<file path="config.mk">
export PLATFORM = sky130hd
export DESIGN_NAME = vnu_ib_ram_refresh_ctrl
export DESIGN_NICKNAME = d
export VERILOG_FILES = /design/src/rtl/vnu_ib_ram_refresh_ctrl.sv
export SDC_FILE = /design/constraint.sdc
export NUM_CORES = 1
export LEC_CHECK = 0
export CAP_MARGIN = 10
export CORE_UTILIZATION = 53
export CTS_CLUSTER_DIAMETER = 30
export DETAILED_ROUTE_END_ITERATION = 12
export GPL_ROUTABILITY_DRIVEN = 0
export GPL_TIMING_DRIVEN = 0
export PLACE_DENSITY = 0.79
export SYNTH_ARGS = -nofsm -noshare
export SYNTH_HDL_FRONTEND = slang
export SYNTH_SLANG_ARGS = --single-unit
</file>
<file path="constraint.sdc">
create_clock -name read_clk -period 2.4 [get_ports read_clk]
set_input_delay 0.24 -clock read_clk [delete_from_list [all_inputs] [get_ports read_clk]]
set_output_delay 0.24 -clock read_clk [all_outputs]
set_load 0.03 [all_outputs]
</file>
<file path="src/rtl/vnu_ib_ram_refresh_ctrl.sv">
// Iteration-refresh sequencer for the row VNU IB-RAMs.
// Streams one iteration's F0, F1 and DN lookup pages out of the IB-ROMs
// and replays each read as a one-hot RAM write once the ROM data is valid.
module vnu_ib_ram_refresh_ctrl #(
  parameter int VN_PAGE_ADDR_BW = 6,
  parameter int DN_PAGE_ADDR_BW = 6,
  parameter int VN_PAGE_NUM     = 64,
  parameter int DN_PAGE_NUM     = 64,
  parameter int VN_ROM_ADDR_BW  = 11,
  parameter int DN_ROM_ADDR_BW  = 11,
  parameter int ITER_NUM        = 10,
  parameter int ITER_ADDR_BW    = 4,
  parameter int ROM_RD_LATENCY  = 2
) (
  input  logic                       read_clk,
  input  logic                       rstn,
  input  logic                       iter_update_req,
  input  logic [ITER_ADDR_BW-1:0]    iter_target,
  output logic                       busy,
  output logic                       decode_hold,
  output logic                       update_done,
  output logic                       req_err,
  output logic                       vn_rom_en,
  output logic [VN_ROM_ADDR_BW-1:0]  vn_rom_addr,
  output logic                       dn_rom_en,
  output logic [DN_ROM_ADDR_BW-1:0]  dn_rom_addr,
  output logic [VN_PAGE_ADDR_BW:0]   page_addr_ram_0,
  output logic [VN_PAGE_ADDR_BW:0]   page_addr_ram_1,
  output logic [DN_PAGE_ADDR_BW:0]   page_addr_ram_2,
  output logic [2:0]                 ib_ram_we
);

  localparam int VP_W  = VN_PAGE_ADDR_BW + 1;
  localparam int DP_W  = DN_PAGE_ADDR_BW + 1;
  localparam int CNT_W = (VP_W > DP_W) ? VP_W : DP_W;
  // Registers between the issue and the write-enable register; the write
  // register itself is the final stage of the ROM latency.
  localparam int PD    = (ROM_RD_LATENCY > 1) ? ROM_RD_LATENCY - 1 : 1;

  localparam logic [CNT_W-1:0] VN_LAST    = CNT_W'(VN_PAGE_NUM - 1);
  localparam logic [CNT_W-1:0] DN_LAST    = CNT_W'(DN_PAGE_NUM - 1);
  localparam logic [2:0]       DRAIN_LAST = 3'(ROM_RD_LATENCY - 1);

  typedef enum logic [2:0] {
    IDLE    = 3'd0,
    LOAD_F0 = 3'd1,
    LOAD_F1 = 3'd2,
    LOAD_DN = 3'd3,
    DRAIN   = 3'd4
  } state_t;

  state_t                   state;
  logic [ITER_ADDR_BW-1:0]  iter_q;
  logic [CNT_W-1:0]         page;
  logic [2:0]               drain_cnt;

  logic                     cur_vld;
  logic [1:0]               cur_ram;
  logic                     tap_vld;
  logic [1:0]               tap_ram;
  logic [CNT_W-1:0]         tap_page;

  // First F0 address of an iteration: iter * 2 * VN_PAGE_NUM, wrapped to the port.
  function automatic logic [VN_ROM_ADDR_BW-1:0] vn_base(input logic [ITER_ADDR_BW-1:0] it);
    return VN_ROM_ADDR_BW'(32'(it) * 32'(2 * VN_PAGE_NUM));
  endfunction

  // First DN address of an iteration: iter * DN_PAGE_NUM, wrapped to the port.
  function automatic logic [DN_ROM_ADDR_BW-1:0] dn_base(input logic [ITER_ADDR_BW-1:0] it);
    return DN_ROM_ADDR_BW'(32'(it) * 32'(DN_PAGE_NUM));
  endfunction

  assign decode_hold = busy;

  // Sequencer: accepts/rejects requests and issues back-to-back ROM reads.
  always_ff @(posedge read_clk) begin
    if (!rstn) begin
      state       <= IDLE;
      iter_q      <= '0;
      page        <= '0;
      drain_cnt   <= '0;
      busy        <= 1'b0;
      update_done <= 1'b0;
      req_err     <= 1'b0;
      vn_rom_en   <= 1'b0;
      vn_rom_addr <= '0;
      dn_rom_en   <= 1'b0;
      dn_rom_addr <= '0;
    end else begin
      update_done <= 1'b0;
      req_err     <= 1'b0;
      // Any request during a refresh is dropped and flagged.
      if (state != IDLE && iter_update_req) begin
        req_err <= 1'b1;
      end
      case (state)
        IDLE: begin
          if (iter_update_req) begin
            if (32'(iter_target) < 32'(ITER_NUM)) begin
              state       <= LOAD_F0;
              iter_q      <= iter_target;
              page        <= '0;
              busy        <= 1'b1;
              vn_rom_en   <= 1'b1;
              vn_rom_addr <= vn_base(iter_target);
            end else begin
              req_err <= 1'b1;
            end
          end
        end
        LOAD_F0: begin
          // F1 pages directly follow F0 in the ROM, so the address just keeps counting.
          vn_rom_addr <= vn_rom_addr + 1'b1;
          if (page == VN_LAST) begin
            state <= LOAD_F1;
            page  <= '0;
          end else begin
            page <= page + 1'b1;
          end
        end
        LOAD_F1: begin
          if (page == VN_LAST) begin
            state       <= LOAD_DN;
            page        <= '0;
            vn_rom_en   <= 1'b0;
            dn_rom_en   <= 1'b1;
            dn_rom_addr <= dn_base(iter_q);
          end else begin
            page        <= page + 1'b1;
            vn_rom_addr <= vn_rom_addr + 1'b1;
          end
        end
        LOAD_DN: begin
          if (page == DN_LAST) begin
            state     <= DRAIN;
            page      <= '0;
            drain_cnt <= '0;
            dn_rom_en <= 1'b0;
          end else begin
            page        <= page + 1'b1;
            dn_rom_addr <= dn_rom_addr + 1'b1;
          end
        end
        DRAIN: begin
          if (drain_cnt == DRAIN_LAST) begin
            state       <= IDLE;
            busy        <= 1'b0;
            update_done <= 1'b1;
          end else begin
            drain_cnt <= drain_cnt + 1'b1;
          end
        end
        default: begin
          state <= IDLE;
        end
      endcase
    end
  end

  // Decode the read being issued this cycle into a target RAM index.
  always_comb begin
    cur_vld = 1'b0;
    cur_ram = 2'd0;
    case (state)
      LOAD_F0: begin cur_vld = 1'b1; cur_ram = 2'd0; end
      LOAD_F1: begin cur_vld = 1'b1; cur_ram = 2'd1; end
      LOAD_DN: begin cur_vld = 1'b1; cur_ram = 2'd2; end
      default: begin cur_vld = 1'b0; cur_ram = 2'd0; end
    endcase
  end

  generate
    if (ROM_RD_LATENCY > 1) begin : g_pipe
      logic             vld_p  [PD];
      logic [1:0]       ram_p  [PD];
      logic [CNT_W-1:0] page_p [PD];

      // Delay each issued (RAM, page) until its ROM data is on the bus.
      always_ff @(posedge read_clk) begin
        if (!rstn) begin
          for (int k = 0; k < PD; k++) begin
            vld_p[k]  <= 1'b0;
            ram_p[k]  <= '0;
            page_p[k] <= '0;
          end
        end else begin
          vld_p[0]  <= cur_vld;
          ram_p[0]  <= cur_ram;
          page_p[0] <= page;
          for (int k = 1; k < PD; k++) begin
            vld_p[k]  <= vld_p[k-1];
            ram_p[k]  <= ram_p[k-1];
            page_p[k] <= page_p[k-1];
          end
        end
      end

      assign tap_vld  = vld_p[PD-1];
      assign tap_ram  = ram_p[PD-1];
      assign tap_page = page_p[PD-1];
    end else begin : g_nopipe
      assign tap_vld  = cur_vld;
      assign tap_ram  = cur_ram;
      assign tap_page = page;
    end
  endgenerate

  // Write stage: one-hot enable plus the page for the addressed RAM; others hold.
  always_ff @(posedge read_clk) begin
    if (!rstn) begin
      ib_ram_we       <= 3'b000;
      page_addr_ram_0 <= '0;
      page_addr_ram_1 <= '0;
      page_addr_ram_2 <= '0;
    end else begin
      ib_ram_we <= 3'b000;
      if (tap_vld) begin
        case (tap_ram)
          2'd0: begin
            ib_ram_we       <= 3'b001;
            page_addr_ram_0 <= VP_W'(tap_page);
          end
          2'd1: begin
            ib_ram_we       <= 3'b010;
            page_addr_ram_1 <= VP_W'(tap_page);
          end
          2'd2: begin
            ib_ram_we       <= 3'b100;
            page_addr_ram_2 <= DP_W'(tap_page);
          end
          default: begin
            ib_ram_we <= 3'b000;
          end
        endcase
      end
    end
  end

endmodule

</file>
# Word-level counts from Yosys, hierarchy flattened
# Memories as Yosys holds them, arrays and structs flattened.
# Cells that the tools add are included.
classes:
  n_addsub: 4
  magnitude_cmp: 1
  eq_ne: 17
  muxes: 45
  n_reduce_logical: 28
ops:
  columns: ["op", "n"]
  rows:
  - ["two-way mux 11 bit", 5]
  - ["one-hot mux 11 bit (3 select lines)", 1]
  - ["two-way mux 7 bit", 4]
  - ["two-way mux 3 bit", 8]
  - ["adder 11 x 1 -> 11 bit (second input constant)", 2]
  - ["one-hot mux 11 bit (2 select lines)", 1]
  - ["inequality test 2 bit (second input constant)", 9]
  - ["two-way mux 1 bit", 17]
  - ["one-hot mux 3 bit (5 select lines)", 1]
  - ["AND reduction 3 bit", 5]
  - ["one-hot mux 7 bit (2 select lines)", 1]
  - ["AND reduction 4 bit", 3]
  - ["AND reduction 2 bit", 5]
  - ["nonzero test 2 bit", 5]
  - ["one-hot mux 3 bit (3 select lines)", 1]
  - ["adder 7 x 1 -> 7 bit (second input constant)", 1]
  - ["equality test 7 x 6 -> 1 bit (second input constant)", 1]
  - ["OR reduction 7 bit", 1]
  - ["equality test 3 x 1 -> 1 bit (second input constant)", 2]
  - ["equality test 3 x 2 -> 1 bit (second input constant)", 2]
  - ["one-hot mux 1 bit (2 select lines)", 3]
  - ["one-hot mux 3 bit (2 select lines)", 1]
  - ["AND reduction 6 bit", 1]
  - ["nonzero test 3 bit", 2]
  - ["other kinds (13)", 13]
word_totals:
  regBits: 68
  ram_bits: 10
  inputBits: 7
  word_cells: 113
  mem_count: 3
mem_list:
  columns: ["memory", "words", "width", "read_ports", "rd_clocked_by_memory_dff", "wr", "line_no", "rtl"]
  rows:
  - ["g_pipe.page_p", 1, 7, 1, 0, 1, "176", "logic [CNT_W-1:0] page_p [PD];"]
  - ["g_pipe.ram_p", 1, 2, 1, 0, 1, "175", "logic [1:0] ram_p [PD];"]
  - ["g_pipe.vld_p", 1, 1, 1, 0, 1, "174", "logic vld_p [PD];"]

# Logic depth before layout (Yosys ltp)
logic_depth:
  ltp_word: 6
  mapped_depth: 7

# Worst setup path before layout
# OpenSTA, ideal clock, no wires.
synth_timing:
  path_kind: "reg2reg"
  start: "register page[0]"
  end: "register dn_rom_addr[7]"
  setup_ns: 0.117
  t_arrival_ns: 1.604
  setup_slack_ns: 0.679
  stages_incl_launch_ff: 7
  synth_period_minus_slack_ns: 1.721
  cell_sequence: "dfxtp_1 -> ha_1 -> and3b_1 -> buf_2 -> a21oi_1 -> o22ai_1 -> a32o_1"
synth_between:
  elab_chain_cells: 3
  elab_cells_between_ends: 4
synth_rtl:
  columns: ["item", "line_no", "rtl"]
  rows:
  - ["from (decl)", "54", "logic [CNT_W-1:0] page;"]
  - ["from (signal assigned)", "118", "page <= page + 1'b1;"]
  - ["from (signal assigned)", "129", "page <= page + 1'b1;"]
  - ["from (signal assigned)", "140", "page <= page + 1'b1;"]
  - ["equality test 7 x 6 -> 1 bit (*)", "122, 134", null]
  - ["inequality test 2 bit (no line)", null, null]
  - ["AND reduction 3 bit (no line) (*)", null, null]
  - ["to (signal assigned)", "127", "dn_rom_addr <= dn_base(iter_q);"]
  - ["to (signal assigned)", "141", "dn_rom_addr <= dn_rom_addr + 1'b1;"]
  - ["to (decl)", "26", "output logic [DN_ROM_ADDR_BW-1:0] dn_rom_addr,"]
# Every way passes the cells marked *; elsewhere a longest branch is shown, timed or not.
# A chain may end at the register's enable or synchronous reset.

# Worst setup path after layout
# Same ends and word-level chain as after synthesis.

==> reports/metrics.yaml <==
cts:
  clock_sinks: 78
  ctsResizeCount: 0
  cts_tree: "built"
  clock_path_buffers: 2
  path_clk_slew_ns: 0.08
  cts_setup_buffers: 0
  cts_hold_buf: 0
  htreeDepth: 3
  cts_root_buf: "clkbuf_8"
  clk_latency_ns: 0.35
  numCtsBuffers: 9
layout:
  n_antenna_cell: 0
  fill_cells: 528
  design_area_sq_mm: 0.004471
  syn_to_final_growth_pct: 24.32
  drive_gt1_share_pct: 9.149
  nets: 477
route:
  post_drt_wl_per_cell_um: 16.67
  first_pass_iters: 8
  dr_total_vias: 3333
  drt_iter0_drc: 195
  routed_wirelength_um: 9121
  drc: 9
  viasPerCell: 6.093
  ant_nets: 0
setup_path:
  path_delay_family: "compound AO/OA/AOI/OAI gates"
  worst-setup-path-type: "reg -> reg"
  cp_slowest_stage_delay_ns: 0.53
  required_ns: 2.65
  startpoint_type: "flip-flop"
  reg2regPathDepth: 6
  cp.depth: 6
  worst_ep_arrival_time_ns: 2.32
  cp_max_fo: 10
  rr_startpoint: "page[0]"
  cp-end-kind: "flip-flop"
  r2r_slack_ns: 0.33
  cpMaxStageDelayCell: "a21oi_1"
  r2r-end: "dn_rom_addr[7]"
  crit_chain: "ha_1, and3b_1, buf_2, a21oi_1, o22ai_1, a32o_1"
  worst-path-buf-inv: 1
yosys:
  synthesis.instances: 397
  synth_nets: 409
  post_synth.cell_area_avg_sq_um: 9.058
  synth_ff_type: "dfxtp_1"
  yosys_warnings: 0
  yosysSeqAreaShare_pct: 43.42
  synthesis.area_sq_mm: 0.003596
  ys_async_sr_fraction_pct: 0
  synth_edf_count: 0
  ys_ff_latch: 78
  synth_cell_types: 60
sta:
  clock_skew_ns: 0.008850
  finalCritPeriodShare_pct: 86.33
  finalSetupTns_ns: 0
  slew_headroom_pct: 54.76
  setup_viol: 0
  worst_slew_pin_slew_ns: 0.6786
  rsz0062_at_grt: "no"
  fin_crit_ns: 2.072
  layout_setup_ws_ns: 0.3281
  maxSlewViolCount: 0
  fmaxAchievable_mhz: 482.6
  final-hold-violation-count: 0
placed_design:
  place_hpwl_um: 6318
  dp_slack_ns: 0.05578
  placement.io_buffers: 57
  placed_cell_area_sq_mm: 0.004263
pwr:
  p_leak_uw: 0.001700
  swShare_pct: 26.07
  p_comb_share_pct: 9.9
  p_clk_share_pct: 38.7
  seq_power_share_pct: 51.4
  internal_power_uw: 1935
  power_switching_uw: 682.3
  p_total_uw: 2617
  powerDensity_mw_per_mm2: 585.4
  ir_drop_uv: 350.4
grt:
  grt_max_degree: 15
  antenna_found_initial: 0
  grt_pass1_vias: 3040
  grt_pass1_wl_um: 14970
  grt_use_total_pct: 26.44
  grt-ovfl-total: 0
worst_hold_path:
  hp-class: "in -> reg"
  hold_end: "req_err"
  hold_start: "iter_update_req"
  min_path_cells: 3
die:
  core_area_sq_mm: 0.006459
  die_h_um: 84.37
  die_w_um: 84.37
  rows: 29
  start_util_pct: 55.68
  die-area_sq_mm: 0.007118
  io_pins: 59
flow_run:
  maxCapViolCount: 0
status:
  violations: "DRC"
  status: "finished, violations left"
==> metrics by stage <==
stage                     util (%)  cells  hold slack, ns
after floorplan                  -    397          0.3839
after global placement       66.00    531          0.4669
after detailed placement     66.00    531          0.4801
after CTS                    69.22    547          0.2322
after global routing         69.22    547          0.2585
final                        69.22    547          0.2566
==> metal layers <==
layer,global-route usage (%),up-vias,wire [um]
met1,36.01,1603,4192
met5,0,-,0
met3,5.310,16,616
li1,-,1576,-
met2,41.28,138,4147
met4,10.79,0,163
==> cell families after synthesis <==
| group | Yosys count | share of synthesized area, % |
|---|---|---|
| compound gates | 99 | 19.56 |
| xor+xnor | 3 | 0.7308 |
| fa+ha+maj | 5 | 1.740 |
| buf+inv | 32 | 3.932 |
| flops | 78 | 43.42 |
| mux | 28 | 7.794 |
| simple gates | 152 | 22.83 |
==> cell usage in the layout, fill, tap and decap left out, types with 3 or more instances in the layout <==
cell type        Yosys  final
clkbuf_1            14     14
and3_1               4      4
buf_4                4      4
a31oi_1              3      3
clkinvlp_4           0      3
nand3_1             15     15
nor2_1              43     43
nand2b_1             7      7
ha_1                 5      5
buf_2                5      5
o221a_2              3      3
mux2i_1             28     28
o31a_1               4      4
dfxtp_1             78     78
o311ai_0             3      3
clkdlybuf4s50_1      0     57
a211oi_1             3      3
inv_1                7      7
nand2_1             21     21
nor4_1               3      3
nand3b_1             5      5
and2_1              16     16
o21a_1               5      5
a22oi_1              7      7
clkbuf_8             0     10
nor3_1              14     14
o32ai_2              4      4
nand4_1              5      5
o21ai_0             26     26
nor2b_1              4      4
a21oi_1             20     20
==> registers in the layout, summed over array words and instances, names as in the netlist, 4 cells and up <==
signal           count
dn_rom_addr         11
page_addr_ram_0      7
iter_q               4
page_addr_ram_1      7
vn_rom_addr         11
g_pipe.page_p        7
page_addr_ram_2      7
page                 7
==> cells in the mapped netlist (all sizes together) (6+ instances only) <==
| master | instances | area [sq um] |
|---|---|---|
| dfxtp | 78 | 1562 |
| nor2 | 43 | 161.4 |
| mux2i | 28 | 280.3 |
| o21ai | 28 | 143.9 |
| a21oi | 21 | 108.9 |
| nand2 | 21 | 78.83 |
| and2 | 16 | 100.1 |
| nand3 | 15 | 75.07 |
| nor3 | 15 | 80.08 |
| clkbuf | 14 | 52.55 |
| buf | 11 | 62.56 |
| a22oi | 7 | 52.55 |
| inv | 7 | 26.28 |
| nand2b | 7 | 43.79 |
| nand3b | 6 | 57.56 |
| o32ai | 6 | 82.58 |
==> tightest hold or removal path, cell delays in order <==
cell and delay [ns]:
buf_1 0.16, nand2_1 0.10, a21oi_1 0.06
==> area by class of cell <==
type                            count  area, sq um  area share (%)
Timing Repair Buffer               57        570.5           12.76
Clock buffer                       10        137.6           3.079
Sequential cell                    78         1562           34.93
Tap cell                           77        96.34           2.155
Inverter                            7        26.28          0.5877
Multi-Input combinational cell    287         1893           42.35
Buffer                             25        115.1           2.575
Clock inverter                      6        70.07           1.567
==> worst max-delay path by stage <==
stage            start              to  slack [ns]
5_1_grt        page[0]  dn_rom_addr[9]        0.15
2_1_floorplan  page[0]  dn_rom_addr[7]        0.68
3_3_place_gp      rstn  vn_rom_addr[1]        0.12
6_report       page[0]  dn_rom_addr[7]        0.33
4_1_cts        page[0]  dn_rom_addr[9]        0.36
3_5_place_dp      rstn  vn_rom_addr[1]        0.06
==> power by group through the flow <==
stage | Clock [uW] | Combinational (uW) | Sequential [uW]
after CTS | 1030 | 258 | 1340
after floorplan | 0 | 139 | 1400
after global routing | 1100 | 275 | 1350
after detailed placement | 0 | 256 | 1370
final | 1010 | 259 | 1340
after global placement | 0 | 251 | 1370
No activity file was read; power rests on OpenSTA's default activity.
